## src/rtl/ltssm_tick_timer.sv

```systemverilog
// Saturating tick counter with synchronous clear and a timeout compare against a limit.
module ltssm_tick_timer #(
  parameter int TMR_W = 6
) (
  input  logic             clk,
  input  logic             reset,
  input  logic             clear,
  input  logic             enable,
  input  logic             tick,
  input  logic [TMR_W-1:0] limit,
  output logic             timeout
);

  logic [TMR_W-1:0] count;

  always_ff @(posedge clk or posedge reset) begin
    if (reset) begin
      count <= '0;
    end else if (clear) begin
      count <= '0;
    end else if (enable && tick && (count != '1)) begin
      count <= count + 1'b1;
    end
  end

  assign timeout = (count >= limit);

endmodule

```

## config.mk

```make
export PLATFORM = sky130hd
export DESIGN_NAME = ltssm_tick_timer
export DESIGN_NICKNAME = d
export VERILOG_FILES = /design/src/rtl/ltssm_tick_timer.sv
export SDC_FILE = /design/constraint.sdc
export NUM_CORES = 1
export LEC_CHECK = 0
export ABC_CLOCK_PERIOD_IN_PS = 2000
export CAP_MARGIN = 25
export CORE_MARGIN = 1
export CORE_UTILIZATION = 30
export CTS_CLUSTER_SIZE = 25
export DETAILED_ROUTE_END_ITERATION = 8
export GPL_ROUTABILITY_DRIVEN = 0
export PLACE_DENSITY = 0.61
export SLEW_MARGIN = 20
export SYNTH_ARGS = -nofsm -noshare
export SYNTH_HDL_FRONTEND = slang
export SYNTH_SLANG_ARGS = --single-unit
```

## constraint.sdc

```tcl
create_clock -name clk -period 2 [get_ports clk]
set_clock_uncertainty 0.05 [all_clocks]
set_input_delay 0.3 -clock clk [delete_from_list [all_inputs] [get_ports clk]]
set_output_delay 0.3 -clock clk [all_outputs]
set_load 0.01 [all_outputs]
```

# Yosys cells after proc, flatten, opt, wreduce, memory -nomap -nowiden
# Index checks and enable logic that the tools add are counted.
# totals
reg_bits	6
input_bits	11
output_inout_bits	1
word_cells	9
# classes
addsub	1
magnitude_cmp	1
n_eq_ne	1
mux	2
reduce_logical	3
# op_table
cell	n
two-way mux 6 bit	2
adder 6 x 1 -> 6 bit (second input constant)	1
>= comparator 6 bit	1
!= test 6 bit (second input constant)	1
logical AND 1 bit	2
nonzero test 2 bit	1

# Longest topological paths before layout
# Gate-level depths: netlist (run 1).
# logic_depth
ltp_word	4
mapped_depth	5
depth_no_buf	5

# Least setup slack after synthesis (run 1)
# Ideal clock, no wire load.
# synth_path
kind	flip-flop to flip-flop
startpoint	register count[0]
endpoint	register count[0]
setup_ns	0.139
arrival_ns	1.431
required_time_ns	1.811
path_slack_ns	0.380
path_stages_with_launch	5
n_path_buf	0
period_less_slack_ns	1.620
cell_sequence	dfrtp_1 ha_1 and3_4 nor4b_1 or4_1
# synth_via
elab_chain_len	3
word_cells_on_any_way	6
classes_between	1 x add/sub; 1 x eq/ne; 2 x mux; 2 x reduce/logical
# synth_rtl
element	line	text
start: declaration	14	logic [TMR_W-1:0] count;
start signal: assignment	22	count <= count + 1'b1;
adder 6 x 1 -> 6 bit / != test 6 bit (equally long branches)	22, 21	
two-way mux 6 bit / logical AND 1 bit (equally long branches)	21	end else if (enable && tick && (count != '1)) begin
two-way mux 6 bit / nonzero test 2 bit (equally long branches)	n/a	
# Parallel ways exist; a longest one is shown, timed or not. The select of a mux whose other input is x is not followed.
# A chain may end at the register's enable or synchronous reset.

# Final worst setup path (run 1)
# layout_path
startpoint	input port limit[4]
endpoint	output port timeout
# layout_via
elab_chain_len	1
# layout_rtl
element	line	text
start: declaration	10	input logic [TMR_W-1:0] limit,
>= comparator 6 bit	26	assign timeout = (count >= limit);
end: declaration	11	output logic timeout
# Every way passes these cells.

==> metrics.csv, run 1 <==
stage,metric,value,unit
cells_and_area,multi_input_area,349,sq um
drt,wirelength,1010,um
worst_setup_path,cp-end-kind,output port,
cts,cts_tree,built,
placement,hpwl,833,um
cells_and_area,reg.largest.list,count (6),
worst_setup_path,start_kind,input port,
timing,relSlewSlack,84.0,%
global_route,grt_max_degree,8,
timing,fmax,0.522,GHz
cts,clock_sinks,6,
timing,rsz0062_at_grt,false,
global_route,grt_pass1_vias,475,
floorplan,coreArea,1560,sq um
worst_setup_path,required,1.65,ns
worst_setup_path,crit_chain,clkdlybuf4s50_1 -> inv_1 -> ha_1 -> a21o_1 -> a21oi_2 -> o21ai_1 -> buf_2,
power,clockPowerShare,33.3,%
power,power.total,306,uW
power,power_leakage,0.368,nW
global_route,gr-total-overflow,0,
synthesis,ys_types,25,
worst_setup_path,worst_r2r_path_depth,5,
cts,clockBufferDepth,2,
global_route,grt_pass1_wl,1950,um
cells_and_area,num-nets-final,93,
cells_and_area,drive_gt1_share,19.2,%
synthesis,synth.top_cell.area_share,29.1,%
worst_setup_path,rrSetupSlack,0.21,ns
cts,cts_buffers,3,
power,seqPwrFrac,43.6,%
floorplan,die_h,43.5,um
timing,hold_violations,0,
power,switching_power,71.2,uW
timing,drv_slew,0,
worst_setup_path,reg2reg_to,count[0],
global_route,grt_usage,14.0,%
flow_run,drv_cap,0,
power,swShare,23.3,%
cells_and_area,n_antenna_cell,0,
drt,routed-wl-met3,43,um
synthesis,ys_ff_latch,6,
drt,first_iter_violations,10,
cts,clock_latency,0.23,ns
cts,path_clk_slew,0.04,ns
worst_setup_path,critPathKind,input port to output port,
drt,route.met2.wl,437,um
cells_and_area,area_growth,37.5,%
timing,setup_viol,0,
drt,vias,474,
worst_setup_path,cp.arrival,1.57,ns
cells_and_area,fin_area,711,sq um
floorplan,rows,14,
timing,period_share,95.8,%
cells_and_area,nFillCells,153,
synthesis,ys_top_cells_by_count,"inv_1 (9), ha_1 (7), dfrtp_1 (6)",
timing,worst_slew_pin_slew,0.239,ns
floorplan,die_w,43.5,um
drt,drc,2,
synthesis,async_reset_ff_share,100,%
synthesis,netlist_instances,55,
drt,viasPerCell,5.33,
timing,period_needed,1.92,ns
floorplan,ios,12,
cts,root_buffer,clkbuf_4,
synthesis,yosys-top-cells-area,"dfrtp_1 (29%), ha_1 (17%), inv_1 (6.5%)",
worst_setup_path,crit_family,buffers and inverters,
cells_and_area,largest_reg_flops,6,
synthesis,syn_area,517,sq um
power,p_comb_share,23.2,%
cells_and_area,regArea,150,sq um
synthesis,yosysWarnings,0,
floorplan,start_util,33.1,%
worst_hold_path,min_path_type,input port to async pin,
worst_setup_path,slowest_stage,clkdlybuf4s50_1,
drt,first_pass_iters,6,
synthesis,mappedNetlistNets,73,
worst_setup_path,cp_max_fo,2,
worst_setup_path,cpPeakStageDelay,0.45,ns
floorplan,dieArea,1890,sq um
drt,ant_nets,0,
synthesis,synth-main-ff-cell,dfrtp_1,
worst_setup_path,cp.buffers_inverters,3,
power,powerDensity,431,nW/um^2
synthesis,ys_seq_area_share,29.1,%
cts,h-tree-depth,1,
synthesis,synth_largest_area_cell,dfrtp_1,
global_route,antenna_found_initial,0,
power,internal-power,235,uW
power,peakVddDrop,292,uV
synthesis,syn_area_per_cell,9.40,sq um
run_status,status,"finished, violations left",
drt,wl_per_cell,11.4,um
synthesis,synth-edff-count,0,
drt,routed.top_layer,met4,
cells_and_area,finish.utilization,45.6,%
synthesis,yosysMostFrequentCell,inv_1,
worst_setup_path,reg2reg_from,count[0],
cells_and_area,top_register,count,
placement,dpl_cell_area,677,sq um
drt,wl_met1,528,um
placement,port_buffers,11,
run_status,violations,DRC,
## power groups by stage
stage | Clock (mW) | Combinational, mW | Sequential [mW]
finish | 0.102 | 0.0709 | 0.133
floorplan | 0 | 0.0309 | 0.135
global route | 0.115 | 0.0826 | 0.134
CTS | 0.107 | 0.0706 | 0.133
detailed placement | 0 | 0.0706 | 0.135
global placement | 0 | 0.0689 | 0.135
## final cells by class
cell class | instances | area share (%)
multi-input cells | 40 | 49.1
flip-flops and latches | 6 | 21.1
repair buffers | 15 | 19.0
inverters | 9 | 4.75
clock buffers | 3 | 3.17
well taps | 16 | 2.82
## stage by stage
stage / setup slack (ns) / hold WS, ns / instances / setup TNS (ns)
3_3_place_gp: -0.338 / 0.476 / 86 / -0.338
3_5_place_dp: -0.352 / 0.470 / 86 / -0.352
6_report: 0.0834 / 0.225 / 89 / 0
5_1_grt: 0.00519 / 0.257 / 89 / 0
2_1_floorplan: 0.380 / 0.0410 / 55 / 0
4_1_cts: 0.00631 / 0.226 / 89 / 0
## logic make-up after synthesis
family | synth area share [%]
buffers and inverters | 6.54
adder cells (fa/ha/maj) | 16.9
AO/OA/AOI/OAI | 18.2
AND/OR/NAND/NOR | 29.3
flip-flops | 29.1
## placed cells by master, fill, tap and decap left out
master and instances:
o311a_2 1, ha_1 6, or4b_1 2, clkbuf_4 3
nor4b_1 2, o21bai_1 1, nor2_1 2, and3_4 1
a32oi_1 1, nor4_1 1, nand2_1 2, nand4bb_1 1
and3_2 1, a21o_1 2, inv_1 9, a21oi_2 1
or4_1 1, dfrtp_1 6, o211a_1 2, a31oi_1 1
and4b_1 1, nand3_1 4, clkdlybuf4s50_1 10, o21ai_1 1
ha_4 1, a211oi_1 2, nand2b_1 2, nand4_2 1
buf_4 4, buf_2 1
## worst max-delay path by stage
stage	slack, ns	to	startpoint	depth (start not counted)
4_1_cts	0.006	timeout	limit[2]	7
3_5_place_dp	-0.35	timeout	limit[2]	7
5_1_grt	0.005	timeout	limit[4]	7
6_report	0.08	timeout	limit[4]	7
3_3_place_gp	-0.34	timeout	limit[2]	7
2_1_floorplan	0.38	count[0]	count[0]	4
## worst reg2reg max path: stages, from the launching register on
cell     delay [ns]
dfrtp_1        0.37
buf_4          0.15
ha_1           0.23
and3_4         0.21
nor4b_1        0.14
or4_1          0.50
## layer usage
metal | GRT usage [%] | vias up
met4 | 9.38 | 0
met1 | 18.7 | 211
met5 | 0 | -
met2 | 20.6 | 16
li1 | - | 245
met3 | 2.50 | 2
## what timing repair did
item	4_1_cts	5_1_grt
endpoints found under the hold margin	0	0
setup endpoints to repair	1	1
setup buffers	0	0
hold buffers	0	0
resized for setup	5	2
pin swaps	1	2
(Power assumes the default switching activity.)
==> run 2: changes to the inputs <==
--- a/config.mk
+++ b/config.mk
@@ -6,8 +6,7 @@
 export NUM_CORES = 1
 export LEC_CHECK = 0
 export ABC_CLOCK_PERIOD_IN_PS = 2000
-export CAP_MARGIN = 25
-export CORE_MARGIN = 1
+export CORE_MARGIN = 3
 export CORE_UTILIZATION = 30
 export CTS_CLUSTER_SIZE = 25
 export DETAILED_ROUTE_END_ITERATION = 8
==> metrics.csv, run 2 (same netlist as run 1, synthesis figures left out) <==
stage,metric,value,unit,change
run_status,status,completed,,
drt,wirelength,1100,um,+8.4%
floorplan,rows,14,,unchanged
timing,relSlewSlack,83.7,%,-0.25 points
flow_run,drv_cap,0,,unchanged
global_route,grt_pass1_wl,1670,um,-14%
worst_setup_path,cpPeakStageDelay,0.46,ns,about the same
timing,worst_slack,0.0614,ns,-0.0220 ns
placement,port_buffers,11,,unchanged
cells_and_area,largest_reg_flops,6,,unchanged
power,peakVddDrop,308,uV,+5.7%
drt,vias,466,,-1.7%
worst_setup_path,cp.buffers_inverters,3,,unchanged
placement,dp_slack,-0.337,ns,+0.0146 ns
cells_and_area,area_growth,37.5,%,unchanged
placement,dp.cells,86,,unchanged
cts,clock_latency,0.23,ns,about the same
timing,drv_slew,0,,unchanged
cts,root_buffer,clkbuf_4,,
worst_setup_path,slowest_stage,clkdlybuf4s50_1,,
worst_setup_path,crit_chain,clkdlybuf4s50_1 -> inv_1 -> ha_1 -> a21o_1 -> a21oi_2 -> o21ai_1 -> buf_2,,
power,powerDensity,431,nW/um^2,+0.12%
cts,path_clk_slew,0.04,ns,about the same
worst_setup_path,critPathKind,input port to output port,,
worst_hold_path,min_path_type,input port to async pin,,
cts,clockBufferDepth,2,,unchanged
global_route,grt_usage,11.1,%,-2.9 points
cells_and_area,n_antenna_cell,0,,unchanged
drt,first_pass_iters,4,,-2
cells_and_area,reg.largest.list,count (6),,
power,switching_power,71.5,uW,+0.32%
global_route,grt_max_degree,8,,unchanged
placement,hpwl,862,um,+3.5%
cells_and_area,layout_common_cells,"clkdlybuf4s50_1 (10), inv_1 (9), ha_1 (6), dfrtp_1 (6)",,
drt,first_iter_violations,4,,-6
floorplan,ios,12,,unchanged
timing,setup_viol,0,,unchanged
timing,hold_violations,0,,unchanged
cts,cts_tree,built,,
timing,fmax,0.516,GHz,-1.1%
drt,wl_per_cell,12.3,um,+8.4%
cells_and_area,num-nets-final,93,,unchanged
worst_setup_path,crit_family,buffers and inverters,,
power,swShare,23.3,%,+0.046 points
timing,period_needed,1.94,ns,+0.0220 ns
floorplan,die_h,47.5,um,+9.2%
cells_and_area,drive_gt1_share,19.2,%,unchanged
cells_and_area,top_register,count,,
timing,worst_slew_pin_slew,0.241,ns,+0.00185 ns
floorplan,coreArea,1560,sq um,unchanged
floorplan,dieArea,2260,sq um,+19%
floorplan,start_util,33.1,%,unchanged
cts,postCtsHoldBufs,0,,unchanged
power,internal-power,235,uW,about the same
power,power_leakage,0.368,nW,about the same
cts,cts_buffers,3,,unchanged
worst_setup_path,cp-end-kind,output port,,
cells_and_area,final_cells,89,,unchanged
global_route,gr-total-overflow,0,,unchanged
global_route,grt_pass1_vias,397,,-16%
cells_and_area,nFillCells,152,,-0.65%
timing,period_share,96.9,%,+1.1 points
drt,ant_nets,0,,unchanged
worst_setup_path,cp_max_fo,2,,unchanged
global_route,antenna_found_initial,0,,unchanged
drt,drc,0,,-2
power,seqPwrFrac,43.6,%,about the same
power,clockPowerShare,33.1,%,-0.2 points
placement,dpl_cell_area,677,sq um,unchanged
cells_and_area,mostFrequentLayoutCell,clkdlybuf4s50_1,,
power,p_comb_share,23.3,%,about the same
worst_setup_path,cp.arrival,1.59,ns,+0.02 ns
cells_and_area,fin_area,711,sq um,unchanged
worst_setup_path,start_kind,input port,,
drt,viasPerCell,5.24,,-1.7%
cts,clock_sinks,6,,unchanged
worst_setup_path,required,1.65,ns,about the same
cts,h-tree-depth,1,,unchanged
floorplan,die_w,47.5,um,+9.2%
run 2: cell counts in the layout (fill, tap and decap cells not counted):
Identical to the previous run, type by type.
run 2: cell type report:
type	instances	area (sq um)	share of cell area [%]
timing repair buffer	15	135	19.0
sequential	6	150	21.1
multi-input combinational	40	349	49.1
tap	16	20.0	2.82
inverter	9	33.8	4.75
clock buffer	3	22.5	3.17
run 2: final timing paths:
check / start / endpoint / slack, ns / cells after the start
max in group asynchronous: reset / count[2] / 1.50 / 2
max: limit[4] / timeout / 0.06 / 7
min: reset / count[3] / 0.23 / 2
min in group clk: count[4] / count[4] / 0.55 / 1
min reg2reg: count[4] / count[4] / 0.55 / 1
max reg2reg: count[0] / count[0] / 0.21 / 5
run 2: metal layers:
metal  part of all wire (%)  GRT usage (%)
met1                     50           15.2
met2                     45           15.0
met3                    4.6           2.26
met4                      0           8.29
met5                      0              0
run 2: power groups by stage:
| stage | combinational (mW) | sequential, mW | clock [mW] |
|---|---|---|---|
| 6_report | 0.0713 | 0.134 | 0.101 |
| 3_5_place_dp | 0.0702 | 0.135 | 0 |
| 4_1_cts | 0.0708 | 0.133 | 0.109 |
| 2_1_floorplan | 0.0309 | 0.135 | 0 |
| 3_3_place_gp | 0.0692 | 0.135 | 0 |
| 5_1_grt | 0.0801 | 0.133 | 0.121 |
run 2: what timing repair did:
item | CTS | global route
pin swaps | 0 | 4
setup endpoints to repair | 1 | 1
cloned | 0 | 0
resized for setup | 4 | 3
buffers inserted | 0 | 0
run 2: worst reg2reg max path, cell delays in order (launching register included):
cell,delay (ns)
dfrtp_1,0.37
buf_4,0.16
ha_1,0.22
and3_4,0.21
nor4b_1,0.14
or4_1,0.51
run 2: stage by stage:
stage / util (%) / power, mW / hold slack (ns) / setup TNS [ns]
2_1_floorplan: - / 0.166 / 0.0410 / 0
3_3_place_gp: 43.4 / 0.204 / 0.477 / -0.345
3_5_place_dp: 43.4 / 0.205 / 0.473 / -0.337
4_1_cts: 44.5 / 0.313 / 0.225 / 0
5_1_grt: 45.6 / 0.335 / 0.243 / -0.00808
6_report: 45.6 / 0.307 / 0.226 / 0
==> run 3: changes to the inputs <==
--- a/config.mk
+++ b/config.mk
@@ -5,7 +5,6 @@
 export SDC_FILE = /design/constraint.sdc
 export NUM_CORES = 1
 export LEC_CHECK = 0
-export ABC_CLOCK_PERIOD_IN_PS = 2000
 export CORE_MARGIN = 3
 export CORE_UTILIZATION = 30
 export CTS_CLUSTER_SIZE = 25
==> results of run 3 <==
No change in the layout: final DEF, timing and power equal those of run 2.
==> edit 1, RTL diff (settings of run 3) <==
Set the parameter `TMR_W` to 12 (it was 6).
--- a/src/rtl/ltssm_tick_timer.sv
+++ b/src/rtl/ltssm_tick_timer.sv
@@ -1,5 +1,5 @@
 // Saturating tick counter with synchronous clear and a timeout compare against a limit.
 module ltssm_tick_timer #(
-  parameter int TMR_W = 6
+  parameter int TMR_W = 12
 ) (
   input  logic             clk,
Ports: changed (resized limit); port bits go from 12 to 18. No check against the original RTL was run, so the function may have changed too.
==> edit 1 against run 3 <==
Area after synthesis up 90%; maximum frequency fell by 2.5%; sequential cell count is 6 higher; global-route usage grew 2.5 points; total power grew 71%; first-iteration DRC count rose to 8.5 times the old value; cell area up 98%; routed wire length grew 120%; worst setup slack worse by 51 ps; critical path depth shrank 1.
==> edit 1: results (changes against run 3) <==
[outcome]
status = complete, no violations

[global_routing]
grtUsageMet2_pct = 21.3  ; +6.4 points
grt.met1_usage_pct = 17.8  ; +2.7 points
grt_pass1_wl_um = 4400  ; +160%
grt_max_degree = 14  ; +6
grtUsageMet3_pct = 3.74  ; +1.5 points
grt.total_usage_pct = 13.6  ; +2.5 points

[cells_and_area]
multi_input_area_sq_um = 687  ; +97%
clockNetworkAreaShare_pct = 2.58  ; -0.59 points
clockBufferCount = 4  ; +1
syn_to_final_growth_pct = 43.8
inverters = 16  ; +7
fin_nets = 178  ; +91%
n_all_buffers = 32  ; +17
buf_share_pct = 19.2  ; +0.17 points
multi_input_gates = 83  ; +110%
reg.largest.list = count (12)

[routing]
route.met3.wl_um = 118  ; +140%
routed_via_density = 5.08  ; -3.0%
wirelength_um = 2370  ; +120%
wl_met2_um = 1080  ; +120%
met1_length_um = 1150  ; +110%
routed.top_layer = met4
drt_iter0_markers = 34  ; +30

[setup_path]
cp.buffers_inverters = 1  ; -2
slowest_delay_ps = 420  ; -40 ps
cp_slowest_cell = dfrtp_1
crit_family = compound AO/OA/AOI/OAI gates

[yosys]
syn-num-nets = 143  ; +96%
ys_seq_area_share_pct = 30.7  ; +1.6 points
synth_common_cells = inv_1, ha_1, dfrtp_1
synth-xor-area-share_pct = 1.79  ; +1.8 points
synth_area_leaders = dfrtp_1, ha_1, inv_1
synth_compound_area_share_pct = 18.9  ; +0.74 points
synth_fa_ha_area_share_pct = 16.6  ; -0.35 points
synth.area.mux_share_pct = 1.02  ; +1.0 points
synthCells = 113  ; +110%

[power]
clock_power_share_pct = 37.8  ; +4.7 points
ir_drop_v = 0.000329  ; +6.7%
swShare_pct = 24.2  ; +0.85 points
leakage_nw = 0.629  ; +71%

[clock_tree]
clk_latency_ps = 280  ; +50 ps
ctsResizeCount = 26  ; +22

[placed_design]
dp_cells = 187  ; +120%
io_buffers = 17  ; +6
place_ws_ps = -654  ; -317 ps

[timing]
max-slew-margin-rel_pct = 67.8  ; -16 points

[floorplan]
die_x_um = 63.1  ; +33%

==> edit 1: cell count changes after synthesis, moves of 3 or more <==
| cell | before | now |
|---|---|---|
| o31ai_1 | 0 | 4 |
| nand4_1 | 0 | 5 |
| a21oi_1 | 1 | 8 |
| nand2_1 | 2 | 5 |
| or4_1 | 1 | 4 |
| or3_1 | 0 | 3 |
| nor2_1 | 2 | 7 |
| o21ai_0 | 1 | 4 |
| dfrtp_1 | 6 | 12 |
| inv_1 | 9 | 16 |
| ha_1 | 7 | 13 |
==> edit 1: worst paths after layout <==
| kind | to | slack (ps) | from |
|---|---|---|---|
| min in group clk | count[10] | 630 | count[10] |
| worst min register to register | count[10] | 630 | count[10] |
| worst min-delay path | count[9] | 280 | reset |
| worst max register to register | count[7] | 100 | count[1] |
| max in group asynchronous | count[5] | 1290 | reset |
| worst max-delay path | timeout | 10 | count[2] |
==> edit 2, RTL diff (settings of run 3) <==
Made on the original files. Register the output `timeout`, cleared by the reset; this adds one clock of latency there.
--- a/src/rtl/ltssm_tick_timer.sv
+++ b/src/rtl/ltssm_tick_timer.sv
@@ -24,5 +24,11 @@
   end
 
-  assign timeout = (count >= limit);
+  always_ff @(posedge clk or posedge reset) begin
+    if (reset) begin
+      timeout <= '0;
+    end else begin
+      timeout <= (count >= limit);
+    end
+  end
 
 endmodule
Check against the original RTL: not equivalent (Yosys sat finds a counterexample within 4 cycles, from zero or initial values and one cycle with reset high).
==> edit 2 against run 3 <==
Die area up 4.2%; sequential cell count increased by 1; worst setup slack improved by 200 ps; sequential power grew 17%; area after synthesis grew 4.8%; total power grew 14%; cell area is 0.70% higher; routed wire length is 9.2% higher; critical endpoint is now count[0].
==> edit 2: results (changes against run 3) <==
[outcome]
status = complete, no violations

[global_routing]
grtUsageMet2_pct = 17.4  ; +2.5 points
grt_pass1_vias = 450  ; +13%
grt.total_usage_pct = 11.1  ; +0.045 points
antenna_found_initial = 0  ; unchanged
grt_pass1_wl_um = 2080  ; +24%
grt.met1_usage_pct = 14.6  ; -0.52 points
grtUsageMet3_pct = 1.84  ; -0.42 points

[placed_design]
place_ws_ps = 191  ; +528 ps
place_area_sq_um = 689  ; +1.8%
dpl.hpwl_um = 916  ; +6.3%
io_buffers = 11  ; unchanged
dp_cells = 92  ; +7.0%

[yosys]
synth_common_cells = inv_1, dfrtp_1, ha_1
ys_seq_area_share_pct = 32.3  ; +3.3 points
synth_area_leaders = dfrtp_1, ha_1, inv_1
ys_warn_count = 0  ; unchanged
synth_fa_ha_area_share_pct = 16.2  ; -0.78 points
syn-num-nets = 74  ; +1.4%
synth_compound_area_share_pct = 17.3  ; -0.84 points

[cells_and_area]
reg.largest.list = count (6), timeout (1)
fin_nets = 91  ; -2.2%
instances_no_fill = 96  ; +7.9%
fillers = 163  ; +7.2%
drive_above_1_share_pct = 11.1  ; -8.1 points

[power]
leakage_nw = 0.367  ; -0.34%
powerSeq_mw = 0.157  ; +17%
p_switching_mw = 0.0898  ; +26%
p_clk_mw = 0.129  ; +28%
ir_drop_v = 0.000228  ; -26%

[setup_path]
r2r_start = count[0]
crit_start = count[0]
cp.arrival_ps = 1810  ; +220 ps
cp_max_fo = 6  ; +4
start_kind = flop

[floorplan]
die_x_um = 48.5  ; +2.1%

[clock_tree]
clockRootBuffer = clkbuf_4
ctsResizeCount = 0  ; -4
path_clk_slew_ps = 60  ; +20 ps

[routing]
drt_iter0_markers = 8  ; +4
vias = 472  ; +1.3%
drtPass1Iterations = 4  ; unchanged

[timing]
worst_pin_slew_ps = 307  ; +66.3 ps

==> edit 2: per-layer routing <==
metal / share of wire (%) / vias to the layer above
met1: 47 / 213
met5: 0 / -
li1: - / 246
met2: 46 / 11
met4: 1.7 / 0
met3: 4.7 / 2
==> edit 2: final timing paths <==
check | slack, ps | cells after the start | end
worst max register to register | 260 | 4 | count[0]
worst max-delay path | 260 | 4 | count[0]
worst min register to register | 560 | 1 | count[4]
max in group asynchronous | 1420 | 2 | count[4]
min in group clk | 560 | 1 | count[4]
worst min-delay path | 240 | 2 | count[5]
==> edit 2: final cells by class <==
class                      instances  area [sq um]  share of cell area (%)
tap                               24          30.0                    4.20
multi-input combinational         40           333                    46.5
clock buffer                       4          26.3                    3.67
inverter                           9          33.8                    4.72
sequential                         7           175                    24.5
timing repair buffer              12           118                    16.4
==> edit 2: worst max-delay path, stage by stage (launching register included) <==
cell and delay (ps):
dfrtp_1 440, ha_1 260, and3_4 210, nor4b_1 130
or4_1 510
